**src/rtl/uart_pkg.sv**
```systemverilog
// Shared UART definitions: FSM state encoding and baud timing derivation.
// Used by both the receiver and the FIFO-fed transmitter.
package uart_pkg;

    typedef enum logic [2:0] {
        IDLE,
        START,
        DATA,
        STOP,
        PUSH
    } uart_state_e;

    function automatic int tick_div(int clk_freq, int baud_rate, int oversample);
        return clk_freq / (baud_rate * oversample);
    endfunction

    function automatic int mid_point(int oversample);
        return oversample / 2;
    endfunction

endpackage

```
**src/rtl/uart_baud_tick.sv**
```systemverilog
// Free-running oversample clock enable: one-clk tick every TICK_DIV clocks.
// Shared between the UART receiver and transmitter.
module uart_baud_tick
    import uart_pkg::*;
#(
    parameter int CLK_FREQ   = 100000000,
    parameter int BAUD_RATE  = 115200,
    parameter int OVERSAMPLE = 16
) (
    input  logic clk,
    input  logic rst_n,
    output logic tick
);

    localparam int DIV = tick_div(CLK_FREQ, BAUD_RATE, OVERSAMPLE);
    localparam int CW  = (DIV > 1) ? $clog2(DIV) : 1;
    localparam logic [CW-1:0] LAST = CW'(DIV - 1);

    logic [CW-1:0] cnt_q;
    logic [CW-1:0] cnt_d;

    always_comb begin
        cnt_d = (cnt_q == LAST) ? '0 : cnt_q + 1'b1;
    end

    always_ff @(posedge clk) begin
        if (!rst_n) begin
            cnt_q <= '0;
        end else begin
            cnt_q <= cnt_d;
        end
    end

    assign tick = (cnt_q == LAST);

endmodule

```
**src/rtl/uart_rx_fifo.sv**
```systemverilog
// 8N1 UART receiver: oversampled, start/stop validated, pushes good bytes
// into a downstream FIFO and reports framing errors and overruns.
module uart_rx_fifo
    import uart_pkg::*;
#(
    parameter int CLK_FREQ   = 100000000,
    parameter int BAUD_RATE  = 115200,
    parameter int OVERSAMPLE = 16
) (
    input  logic       clk,
    input  logic       rst_n,
    input  logic       rx,
    input  logic       fifo_full,
    output logic [7:0] fifo_out,
    output logic       push_data,
    output logic       donerx,
    output logic       frame_err,
    output logic       overrun
);

    localparam int SW = $clog2(OVERSAMPLE);
    localparam logic [SW-1:0] MID_M1 = SW'(mid_point(OVERSAMPLE) - 1);
    localparam logic [SW-1:0] LAST   = SW'(OVERSAMPLE - 1);

    logic tick;

    uart_baud_tick #(
        .CLK_FREQ   (CLK_FREQ),
        .BAUD_RATE  (BAUD_RATE),
        .OVERSAMPLE (OVERSAMPLE)
    ) u_tick (
        .clk   (clk),
        .rst_n (rst_n),
        .tick  (tick)
    );

    uart_state_e   state_q, state_d;
    logic          sync1_q, rx_s_q;
    logic [SW-1:0] samp_q, samp_d;
    logic [2:0]    bit_q, bit_d;
    logic [7:0]    shift_q, shift_d;
    logic          armed_q, armed_d;
    logic [7:0]    fifo_out_q, fifo_out_d;
    logic          push_q, push_d;
    logic          done_q, done_d;
    logic          fe_q, fe_d;
    logic          ov_q, ov_d;

    always_comb begin
        state_d    = state_q;
        samp_d     = samp_q;
        bit_d      = bit_q;
        shift_d    = shift_q;
        armed_d    = armed_q;
        fifo_out_d = fifo_out_q;
        push_d     = 1'b0;
        done_d     = 1'b0;
        fe_d       = fe_q;
        ov_d       = ov_q;
        unique case (state_q)
            IDLE: begin
                // armed only after line seen high: no retrigger on low stop/break
                if (rx_s_q) begin
                    armed_d = 1'b1;
                end
                if (tick && armed_q && !rx_s_q) begin
                    state_d = START;
                    samp_d  = SW'(1);
                    armed_d = 1'b0;
                end
            end
            START: begin
                if (tick) begin
                    if (samp_q == MID_M1) begin
                        if (rx_s_q) begin
                            state_d = IDLE;
                        end else begin
                            samp_d  = '0;
                            bit_d   = '0;
                            state_d = DATA;
                        end
                    end else begin
                        samp_d = samp_q + 1'b1;
                    end
                end
            end
            DATA: begin
                if (tick) begin
                    if (samp_q == LAST) begin
                        samp_d  = '0;
                        shift_d = {rx_s_q, shift_q[7:1]};
                        if (bit_q == 3'd7) begin
                            state_d = STOP;
                        end else begin
                            bit_d = bit_q + 1'b1;
                        end
                    end else begin
                        samp_d = samp_q + 1'b1;
                    end
                end
            end
            STOP: begin
                if (tick) begin
                    if (samp_q == LAST) begin
                        samp_d  = '0;
                        state_d = PUSH;
                        done_d  = 1'b1;
                        if (!rx_s_q) begin
                            fe_d = 1'b1;
                        end else if (fifo_full) begin
                            ov_d = 1'b1;
                        end else begin
                            fifo_out_d = shift_q;
                            push_d     = 1'b1;
                        end
                    end else begin
                        samp_d = samp_q + 1'b1;
                    end
                end
            end
            PUSH: begin
                state_d = IDLE;
            end
            default: begin
                state_d = IDLE;
            end
        endcase
    end

    always_ff @(posedge clk) begin
        if (!rst_n) begin
            state_q    <= IDLE;
            sync1_q    <= 1'b1;
            rx_s_q     <= 1'b1;
            samp_q     <= '0;
            bit_q      <= '0;
            shift_q    <= '0;
            armed_q    <= 1'b0;
            fifo_out_q <= 8'h00;
            push_q     <= 1'b0;
            done_q     <= 1'b0;
            fe_q       <= 1'b0;
            ov_q       <= 1'b0;
        end else begin
            state_q    <= state_d;
            sync1_q    <= rx;
            rx_s_q     <= sync1_q;
            samp_q     <= samp_d;
            bit_q      <= bit_d;
            shift_q    <= shift_d;
            armed_q    <= armed_d;
            fifo_out_q <= fifo_out_d;
            push_q     <= push_d;
            done_q     <= done_d;
            fe_q       <= fe_d;
            ov_q       <= ov_d;
        end
    end

    assign fifo_out  = fifo_out_q;
    assign push_data = push_q;
    assign donerx    = done_q;
    assign frame_err = fe_q;
    assign overrun   = ov_q;

endmodule

```
**config.mk**
```make
export PLATFORM = sky130hd
export DESIGN_NAME = uart_rx_fifo
export DESIGN_NICKNAME = d
export VERILOG_FILES = /design/src/rtl/uart_pkg.sv /design/src/rtl/uart_baud_tick.sv /design/src/rtl/uart_rx_fifo.sv
export SDC_FILE = /design/constraint.sdc
export NUM_CORES = 1
export LEC_CHECK = 0
export BUFFER_PORTS_ARGS = -buffer_cell sky130_fd_sc_hd__buf_2
export CAP_MARGIN = 20
export CORE_MARGIN = 2
export CORE_UTILIZATION = 40
export CTS_CLUSTER_DIAMETER = 60
export DETAILED_ROUTE_END_ITERATION = 8
export PLACE_DENSITY = 0.62
export REMOVE_ABC_BUFFERS = 1
export SETUP_SLACK_MARGIN = 0.5
export SYNTH_ARGS = -nofsm -noshare
export SYNTH_HDL_FRONTEND = slang
export SYNTH_HIERARCHICAL = 1
export SYNTH_SLANG_ARGS = --single-unit
```
**constraint.sdc**
```tcl
create_clock -name clk -period 2.3 [get_ports clk]
set_clock_uncertainty 0.1 [all_clocks]
set_input_delay 0.115 -clock clk [delete_from_list [all_inputs] [get_ports clk]]
set_output_delay 0.115 -clock clk [all_outputs]
set_load 0.02 [all_outputs]
```
; ---- Yosys cells after proc, flatten, opt, wreduce, memory -nomap -nowiden
; Cells that the tools add are included.
[classes]
n_reduce_logical = 19
mux = 28
bitwise_logic = 3
n_addsub = 3
eq_ne = 19
[op_table]
columns = op, count
row1 = $mux W3, 14
row2 = $mux W4, 6
row3 = $ne A2 B2 Y1 const B, 10
row4 = $reduce_and A5 Y1, 4
row5 = $pmux W3 S4, 1
row6 = $pmux W4 S3, 1
row7 = $reduce_and A8 Y1, 1
row8 = $reduce_and A7 Y1, 1
row9 = $add A6 B1 Y6 const B, 1
row10 = $eq A3 B2 Y1 const B, 2
row11 = $eq A6 B6 Y1 const B, 1
row12 = $pmux W3 S2, 1
row13 = $reduce_and A3 Y1, 2
row14 = $add A4 B1 Y4 const B, 1
row15 = $eq A4 B3 Y1 const B, 1
row16 = $eq A4 B4 Y1 const B, 1
row17 = $mux W1, 4
row18 = $reduce_and A4 Y1, 1
row19 = $reduce_bool A2 Y1, 2
row20 = $reduce_or A2 Y1, 2
row21 = $add A3 B1 Y3 const B, 1
row22 = $eq A3 B1 Y1 const B, 1
row23 = $eq A3 B3 Y1 const B, 1
row24 = $logic_not A3 Y1, 1
row25 = 8 further kinds, 11
[word_totals]
register_bits = 39
elab_cells = 85

; ---- Depth between registers and ports, before layout
; Gate-level depths: netlist of the first run.
[depth]
depth_word = 5
mapped_depth = 9
depth_no_buf = 8

; ---- Modules after synthesis
; The synthesis of the first run kept the hierarchy.
[modules_own_cells]
columns = module, cells_per_inst, instances, area_each_um2
row1 = uart_rx_fifo, 150, 1, 1503.9
row2 = uart_baud_tick, 30, 1, 262.8

; ---- Worst setup path before layout of the first run
; Ideal clock, no wire load.
[synth_path]
kind = register to register
startpoint = register u_tick.cnt_q[0]
endpoint = register fifo_out_q[0] (netlist: fifo_out[0])
n_path_buf = 1
path_stages_with_launch = 9
arrival_time_ps = 1744
period_less_slack_ps = 1972
slack_ps = 328
setup_time_ps = 128
cell_sequence = dfxtp_1 -> ha_1 -> nand4_1 -> nor2_1 -> nand4_1 -> nor4b_2 -> buf_4 -> mux2i_1 -> nor2_1
[synth_between]
elab_chain_cells = 2
[synth_rtl]
columns = element, line
row1 = from (decl), uart_baud_tick.sv:19  ; logic [CW-1:0] cnt_q;
row2 = from (signal assigned), uart_baud_tick.sv:30  ; cnt_q <= cnt_d;
row3 = $eq A6 B6 Y1, uart_baud_tick.sv:34  ; assign tick = (cnt_q == LAST);
row4 = net tick, uart_rx_fifo.sv:25  ; logic tick;
row5 = $reduce_and A5 Y1 (no line), -
row6 = to (signal assigned), uart_rx_fifo.sv:152  ; fifo_out_q <= fifo_out_d;
row7 = to (decl), uart_rx_fifo.sv:43  ; logic [7:0] fifo_out_q, fifo_out_d;
; The timed path passes the listed nets, and every way through them passes these cells.
; A chain may end at the register's enable or synchronous reset.

; ---- Worst setup path after layout of the first run
[layout_path]
startpoint = register u_tick.cnt_q[1]
endpoint = register fifo_out_q[6] (netlist: fifo_out[6])
; The elaborated chain is that of the path after synthesis.

==> impl_metrics.ini, run 1 <==
[run_status]
run_status = completed

[worst_setup_path]
crit_required_ns = 2.39
endpoint_kind = flop
cp_data_arrival_time_ns = 2.11
critPathLaunchType = flop
crit_fanout = 5
worstSetupPathType = flop to flop

[sta]
setup_slack_ns = 0.280
hold_viol_final = 0
rsz0062_at_grt = true
tightestPinTransition_ns = 0.547
fin_crit_sh = 0.878
finalSetupTns_ns = 0
hold_ws_ns = 0.0318
finalSetupViolCount = 0
fin_crit_ns = 2.02
slew_headroom = 0.632
fmax_mhz = 495
slew_violations = 0

[global_routing]
met1_usage = 0.209
use_met2 = 0.227
grt_max_degree = 18
grt_pass1_wl_um = 6040
grt_pass1_vias = 1260
grt_overflow_total = 0
use_met3 = 0.0303
antenna_found_initial = 0
grt.busiest_layer = met2
grt_usage = 0.151

[floorplanning]
die_area_mm2 = 0.00496
rows = 24
die-height_um = 70.5
die_w_um = 70.5
core_area_mm2 = 0.00429
ioPinCount = 16
start_util = 0.411

[clocking]
cts_buffer_depth = 2
numCtsBuffers = 5
tritoncts = done
clkLatencyLatePin_ns = 0.29
clk_pin_slew_ns = 0.08
cts_sinks = 39
htree_levels = 2
cts-root-buf = clkbuf_8

[placed_design]
place_congestion = 0.794
placed_area_mm2 = 0.00188
dp_hpwl_um = 2190
port_buffers = 15
pre_cts_slack_ns = 0.250

[detailed_routing]
drt_wl_total_um = 3510
drc_errors = 0
ant_nets = 0
drtPass1Iterations = 4
drtIter0Drc = 91
vias = 1348
viasPerCell = 5.05
post_drt_wl_per_cell_um = 13.1

[power]
powerDensity_mw_per_mm2 = 624
ir_drop_v = 0.000305
power_mw = 1.42
p_leak_nw = 0.836

[min_path]
hold_path.class = input pin to flop

[finish]
area_delta_synth_final_pct = 28.8
antenna_cells = 0
layout-drive-gt1-share = 0.363
stdcell_area_mm2 = 0.00227
layout.nets = 223

[synth]
netlist.area_leader.share = 0.442
ys_seq_area_frac = 0.442
synthesis.yosys.warnings = 6
synth_top_cell_by_area = dfxtp_1
avgSynthCellArea_um2 = 9.81
synth_ff_type = dfxtp_1
synth_edf_count = 0
async_flop_share = 0
synth_area_leaders = dfxtp_1 44%, mux2i_1 9.6%, nor2_1 6.2%
ys_seq_elements = 39
synth_cell_types = 49
synthCells = 180
synth.cell_area_mm2 = 0.00177

[flow_run]
maxCapViolations = 0
## final timing paths
| check | start | to | slack [ns] | depth (start not counted) |
|---|---|---|---|---|
| worst max-delay path | u_tick/cnt_q[1]$_SDFF_PP0_ | fifo_out[6]$_SDFFE_PN0P_ | 0.28 | 9 |
| worst max register to register | u_tick/cnt_q[1]$_SDFF_PP0_ | fifo_out[6]$_SDFFE_PN0P_ | 0.28 | 9 |
| worst min-delay path | fifo_full | overrun$_SDFFE_PN0P_ | 0.03 | 3 |
| worst min register to register | sync1_q$_SDFF_PN1_ | rx_s_q$_SDFF_PN1_ | 0.32 | 1 |
## sequential cells by signal, indices dropped and copies added, names as in the netlist
| signal | flops |
|---|---|
| rx_s_q | 1 |
| state_q | 3 |
| bit_q | 3 |
| u_tick/cnt_q | 6 |
| armed_q | 1 |
| samp_q | 4 |
| push_data | 1 |
| sync1_q | 1 |
| overrun | 1 |
| donerx | 1 |
| frame_err | 1 |
| shift_q | 8 |
| fifo_out | 8 |
## critical path, cell delays in order (launching register included)
cell and delay (ns):
dfxtp_2 0.33, inv_2 0.06, ha_4 0.12, nand4_1 0.12, nor2_2 0.13, nand4_1 0.21, nor4b_4 0.39, buf_6 0.19
mux2i_2 0.21, nor2_1 0.06
## kinds of logic (layout without fill, tap and decap cells)
group | Yosys count | after routing | share of synthesized area
buf+inv | 14 | 49 | 0.0496
fa+ha+maj | 5 | 5 | 0.0354
compound gates | 24 | 24 | 0.108
mux | 17 | 17 | 0.0963
flops | 39 | 39 | 0.442
xor+xnor | 4 | 4 | 0.0198
simple gates | 77 | 77 | 0.249
## repair_timing
item,4_1_cts,5_1_grt
hold endpoints to repair,1,0
pin swaps,11,12
gates cloned,1,0
setup endpoints to repair,28,31
hold buffers,1,0
gates resized for setup,25,14
setup buffers,10,4
## stage by stage
stage | instances | utilization
global placement | 243 | 0.437
finish | 267 | 0.530
global route | 267 | 0.530
CTS | 263 | 0.510
detailed placement | 243 | 0.437
floorplan | 171 | -
## Yosys cell counts, types with 2 or more instances
cell	number
nor3_1	4
ha_1	5
nor4b_1	2
buf_4	3
and2_1	3
xnor2_1	2
dfxtp_1	39
a21oi_1	5
clkbuf_1	2
nand3b_1	4
xor2_1	2
nand3_1	5
mux2i_1	17
a31oi_1	2
a32oi_1	3
o21ai_0	4
inv_1	4
a211oi_1	2
nand4_1	3
buf_6	3
nand2_1	8
nor2_1	29
or4b_1	2
nand2b_1	2
## placed cells by master (no fill, tap or decap), types with 2 or more instances in the layout
cell | Yosys | final
buf_6 | 3 | 6
clkbuf_8 | 0 | 5
ha_4 | 0 | 3
o21ai_1 | 1 | 2
nand2b_1 | 2 | 2
xnor2_1 | 2 | 2
mux2i_1 | 17 | 15
nand3_1 | 5 | 5
dfxtp_2 | 0 | 5
nor4b_1 | 2 | 2
inv_1 | 4 | 3
a211oi_1 | 2 | 2
nor2_1 | 29 | 28
o21ai_0 | 4 | 2
a21oi_1 | 5 | 5
mux2i_2 | 0 | 2
a31oi_1 | 2 | 2
nand4_1 | 3 | 3
nand3b_1 | 4 | 4
a32oi_1 | 3 | 2
nand2_1 | 8 | 8
buf_4 | 3 | 13
nor3_1 | 4 | 3
dfxtp_1 | 39 | 34
bufinv_16 | 0 | 2
buf_2 | 1 | 15
and2_4 | 0 | 3
xor2_1 | 2 | 2
## report_power, final
group	leakage [nW]	total (mW)	switching, mW	internal [mW]
combinational	0.453	0.0485	0.0258	0.0227
clock	0.0654	0.680	0.247	0.434
sequential	0.318	0.690	0.00740	0.682
total	0.836	1.42	0.280	1.14
## routing by layer
layer,vias up,share of wire
li1,703,-
met1,624,0.50
met2,16,0.46
met3,5,0.024
met4,0,0.015
met5,-,0
## area by class of cell
type | count | area [um^2]
clock buffers | 6 | 72.6
clock inverters | 2 | 60.1
fillers | 389 | 2020
inverters | 5 | 18.8
multi-input cells | 127 | 1010
flip-flops and latches | 39 | 787
well taps | 52 | 65.1
repair buffers | 36 | 265
(Power assumes the default switching activity.)
==> run 2: changes to the inputs <==
BUFFER_PORTS_ARGS = -buffer_cell sky130_fd_sc_hd__buf_4   (was -buffer_cell sky130_fd_sc_hd__buf_2)
==> run 2 against run 1 <==
  * Via count grew 1.5%
  * Total power shrank 7.1%
  * Global-route usage grew 0.069 points
  * Largest power group unchanged
  * Highest routed layer unchanged
  * Largest cell class unchanged
  * Combinational power grew 14%
  * Flip-flop and latch count is the same
==> impl_metrics.ini, run 2 (same netlist as run 1, synthesis figures left out) <==
[finish]
stdcell_area_mm2 = 0.00228
final_common_cell = dfxtp_1
fill_cells = 383
area_delta_synth_final_pct = 29.0
layout.nets = 221
final_cell_mix = 36 x dfxtp_1, 28 x nor2_1, 25 x buf_4, 17 x mux2i_1, 8 x nand2_1
layout-drive-gt1-share = 0.333
antenna_cells = 0

[global_routing]
antenna_found_initial = 0
grt_overflow_total = 0
grt_pass1_vias = 1337
grt_usage = 0.152
grt_pass1_wl_um = 5930
grt_max_degree = 20

[sta]
finalSetupViolCount = 0
hold_ws_ns = 0.322
finalSetupTns_ns = 0
slew_headroom = 0.620
fin_crit_ns = 1.99
tightestPinTransition_ns = 0.569
hold_viol_final = 0
rsz0062_at_grt = true
fmax_mhz = 503
slew_violations = 0
fin_crit_sh = 0.864

[worst_setup_path]
path_buf_inv = 3
worstSetupPathType = flop to flop
crit_required_ns = 2.39
crit_fanout = 8
crit_slowest_cell = dfxtp_2
endpoint_kind = flop
cp_data_arrival_time_ns = 2.08
critPathLaunchType = flop
crit_cells = 10
path_delay_family = simple AND/OR/NAND/NOR gates
crit_chain = inv_2 > ha_4 > nand4_1 > nor2_2 > buf_4 > buf_6 > and4_2 > and2_4 > mux2i_1 > nor2_1
rr_worst_depth = 10
slowest_delay_ns = 0.33

[clocking]
clk_pin_slew_ns = 0.08
cts-root-buf = clkbuf_8
clkLatencyLatePin_ns = 0.30
tritoncts = done
cts_buffer_depth = 2
numCtsBuffers = 5
cts_sinks = 39
htree_levels = 2

[power]
ir_drop_v = 0.000355
power_mw = 1.32
p_leak_nw = 0.814
powerDensity_mw_per_mm2 = 578

[floorplanning]
core_area_mm2 = 0.00429
die_w_um = 70.5
ioPinCount = 16
die-height_um = 70.5
die_area_mm2 = 0.00496
start_util = 0.411
rows = 24

[placed_design]
dp_hpwl_um = 2310
port_buffers = 15
placed_area_mm2 = 0.00190
place_congestion = 0.829

[detailed_routing]
viasPerCell = 5.16
vias = 1368
post_drt_wl_per_cell_um = 13.0
drtPass1Iterations = 4
ant_nets = 0
drt_wl_total_um = 3450
drtIter0Drc = 79
drc_errors = 0

[min_path]
hold_depth = 1
hold_path.class = flop to flop

[flow_run]
maxCapViolations = 0

[run_status]
run_status = completed
-- run 2: final timing paths --
check                                 end                  startpoint  slack [ns]
setup / recovery  shift_q[3]$_SDFFE_PN0P_  u_tick/cnt_q[1]$_SDFF_PP0_        0.31
hold / removal          rx_s_q$_SDFF_PN1_          sync1_q$_SDFF_PN1_        0.32
setup reg to reg  shift_q[3]$_SDFFE_PN0P_  u_tick/cnt_q[1]$_SDFF_PP0_        0.31
hold reg to reg         rx_s_q$_SDFF_PN1_          sync1_q$_SDFF_PN1_        0.32
-- run 2: power breakdown --
part,internal [mW],leakage [nW],switching [mW]
sequential,0.682,0.316,0.00746
clock,0.323,0.0581,0.250
combinational,0.0278,0.440,0.0274
-- run 2: metal layers --
| layer | up-vias | GRT usage | share of wire |
|---|---|---|---|
| li1 | 700 | - | - |
| met1 | 640 | 0.183 | 0.46 |
| met2 | 17 | 0.249 | 0.49 |
| met3 | 11 | 0.0346 | 0.026 |
| met4 | 0 | 0.0791 | 0.024 |
| met5 | - | 0 | 0 |
-- run 2: what timing repair did --
| item | in CTS | in global routing |
|---|---|---|
| cloned | 1 | 0 |
| hold endpoints to repair | 3 | 0 |
| setup endpoints to repair | 30 | 30 |
| setup buffers | 8 | 3 |
| hold buffers | 4 | 0 |
| gates resized for setup | 19 | 16 |
| pin swaps | 6 | 11 |
-- run 2: metrics by stage --
stage	std cells	util	setup WS (ns)
after detailed placement	241	0.442	0.0761
after global routing	265	0.531	0.168
after global placement	241	0.442	0.152
final	265	0.531	0.313
after CTS	262	0.509	0.264
after floorplan	171	-	-0.124
-- run 2: cell type report --
class,count,area (um^2),share of cell area
flip-flops and latches,39,785,0.344
multi-input cells,127,1010,0.445
clock buffers,5,68.8,0.0302
clock inverters,3,43.8,0.0192
repair buffers,34,284,0.125
well taps,52,65.1,0.0285
inverters,5,18.8,0.00823
==> run 3: changes to the inputs <==
CORE_ASPECT_RATIO = 0.8   (was not set)
==> run 3 against run 2 <==
  * Core utilization up 0.42 points
  * Largest power group unchanged
  * Maximum frequency fell by 0.78%
  * Count of clock-buffer cells in the layout increased by 1
  * Flip-flop and latch count stayed put
  * Worst hold slack got worse by 0.31 ns
  * Die area about the same
  * Sequential share of layout area is 0.40 points higher
  * Combinational power decreased by 6.5%
  * First-iteration DRC count shrank 47%
  * Critical path depth up 2
  * Global-route usage up 0.40 points
  * Routed wire length is 2.7% higher
==> impl_metrics.ini, run 3 (same netlist as run 1, synthesis figures left out) <==
[sta]
tightestPinTransition_ns = 0.588
finalSetupViolCount = 0
fin_crit_sh = 0.871
hold_viol_final = 0
fin_crit_ns = 2.00
slew_violations = 0
slew_headroom = 0.604
fmax_mhz = 499
rsz0062_at_grt = true

[floorplanning]
core_area_mm2 = 0.00420
rows = 21
die_area_mm2 = 0.00497
die_w_um = 78.3
die-height_um = 63.4
start_util = 0.420
ioPinCount = 16

[worst_setup_path]
path_delay_family = simple AND/OR/NAND/NOR gates
crit_fanout = 3
crit_chain = inv_2 > ha_4 > nand4_1 > nor2_2 > nand4_1 > buf_4 > buf_4 > buf_4 > buf_4 > nor3_1 > nor2_1 > nor2_1
crit_slowest_cell = dfxtp_2
cp_data_arrival_time_ns = 2.13
r2r_setup_slack_ns = 0.30
worstSetupPathType = flop to flop
crit_required_ns = 2.43
critPathLaunchType = flop
r2r_start = u_tick/cnt_q[1]$_SDFF_PP0_
slowest_delay_ns = 0.33
path_buf_inv = 5
endpoint_kind = flop
path_common_cell = buf_4
critPathLaunch = u_tick/cnt_q[1]$_SDFF_PP0_

[finish]
final_cell_mix = 37 x dfxtp_1, 28 x nor2_1, 27 x buf_4, 17 x mux2i_1, 8 x nand2_1
multi_input_area_um2 = 987
area_delta_synth_final_pct = 27.3
utilization = 0.535
layout-drive-gt1-share = 0.321
final_common_cell = dfxtp_1
seqCellArea_um2 = 783
post_layout_nonfiller_instances = 269
antenna_cells = 0
fill_cells = 386
layout.nets = 220

[global_routing]
grt_pass1_vias = 1389
antenna_found_initial = 0
grt_max_degree = 25
grt_pass1_wl_um = 6200
grt_overflow_total = 0
grt_usage = 0.156

[clocking]
cts_sinks = 39
numCtsBuffers = 5
cts-root-buf = clkbuf_8
htree_levels = 2
tritoncts = done
clkLatencyLatePin_ns = 0.29
cts_buffer_depth = 2
clk_pin_slew_ns = 0.08

[placed_design]
dp_cells = 247
place_congestion = 0.778
port_buffers = 15
dp_hpwl_um = 2320

[detailed_routing]
post_drt_wl_per_cell_um = 13.2
drtPass1Iterations = 4
drtIter0Drc = 42
viasPerCell = 5.11
drc_errors = 0
ant_nets = 0
drt_wl_total_um = 3540
vias = 1375

[power]
powerDensity_mw_per_mm2 = 597
ir_drop_v = 0.000305
p_leak_nw = 0.817
power_mw = 1.34

[run_status]
run_status = completed

[flow_run]
maxCapViolations = 0

[min_path]
min-delay-start = rst_n
hold_path.class = input pin to flop
[run 3: cell count changes in the layout (fill, tap and decap cells not counted), sizes merged]
cell / change
inv: +1
buf: +1
clkbuf: +1
dlygate4sd3: -2
clkinv: -2
[run 3: report_power, final]
group	switching [mW]	total (mW)	internal, mW	leakage, nW
logic	0.0272	0.0516	0.0243	0.440
registers	0.00810	0.690	0.682	0.316
clock network	0.245	0.602	0.357	0.0618
total	0.280	1.34	1.06	0.817
[run 3: metal layers]
metal	track usage	vias up	wire length (um)
li1	-	693	-
met1	0.193	653	1660
met2	0.263	24	1710
met3	0.0444	5	135
met4	0.0461	0	31
met5	0	-	0
[run 3: final timing paths]
kind	to	cells after the start
setup / recovery	frame_err$_SDFFE_PN0P_	12
hold / removal	sync1_q$_SDFF_PN1_	2
setup reg to reg	frame_err$_SDFFE_PN0P_	12
hold reg to reg	rx_s_q$_SDFF_PN1_	1
[run 3: what timing repair did]
item	CTS	global route
hold endpoints to repair	2	0
hold buffers	2	0
buffers inserted	9	2
gates cloned	1	0
pin swaps	10	7
endpoints found under the setup margin	27	30
gates resized for setup	23	5
[run 3: per-stage QoR]
stage               hold slack [ns]  setup TNS [ns]  setup WS, ns  instance area (um^2)
floorplan                    0.0880          -0.993        -0.124                  1700
global placement              0.199               0         0.263                  1910
detailed placement            0.210               0         0.171                  1910
CTS                         0.00106               0         0.296                  2200
global route                 0.0113               0         0.171                  2250
finish                       0.0132               0         0.297                  2250
[run 3: area by class of cell]
cell class              count  area share
clock inverters             2      0.0172
inverters                   5     0.00834
flip-flops and latches     39       0.348
clock buffers               6      0.0367
repair buffers             33       0.119
well taps                  57      0.0317
multi-input cells         127       0.439
[run 3: worst register-to-register path, stage by stage (launching register included)]
cell and delay (ns):
dfxtp_2 0.33, inv_2 0.06, ha_4 0.12, nand4_1 0.13
nor2_2 0.14, nand4_1 0.19, buf_4 0.19, buf_4 0.12
buf_4 0.12, buf_4 0.13, nor3_1 0.18, nor2_1 0.06
nor2_1 0.07
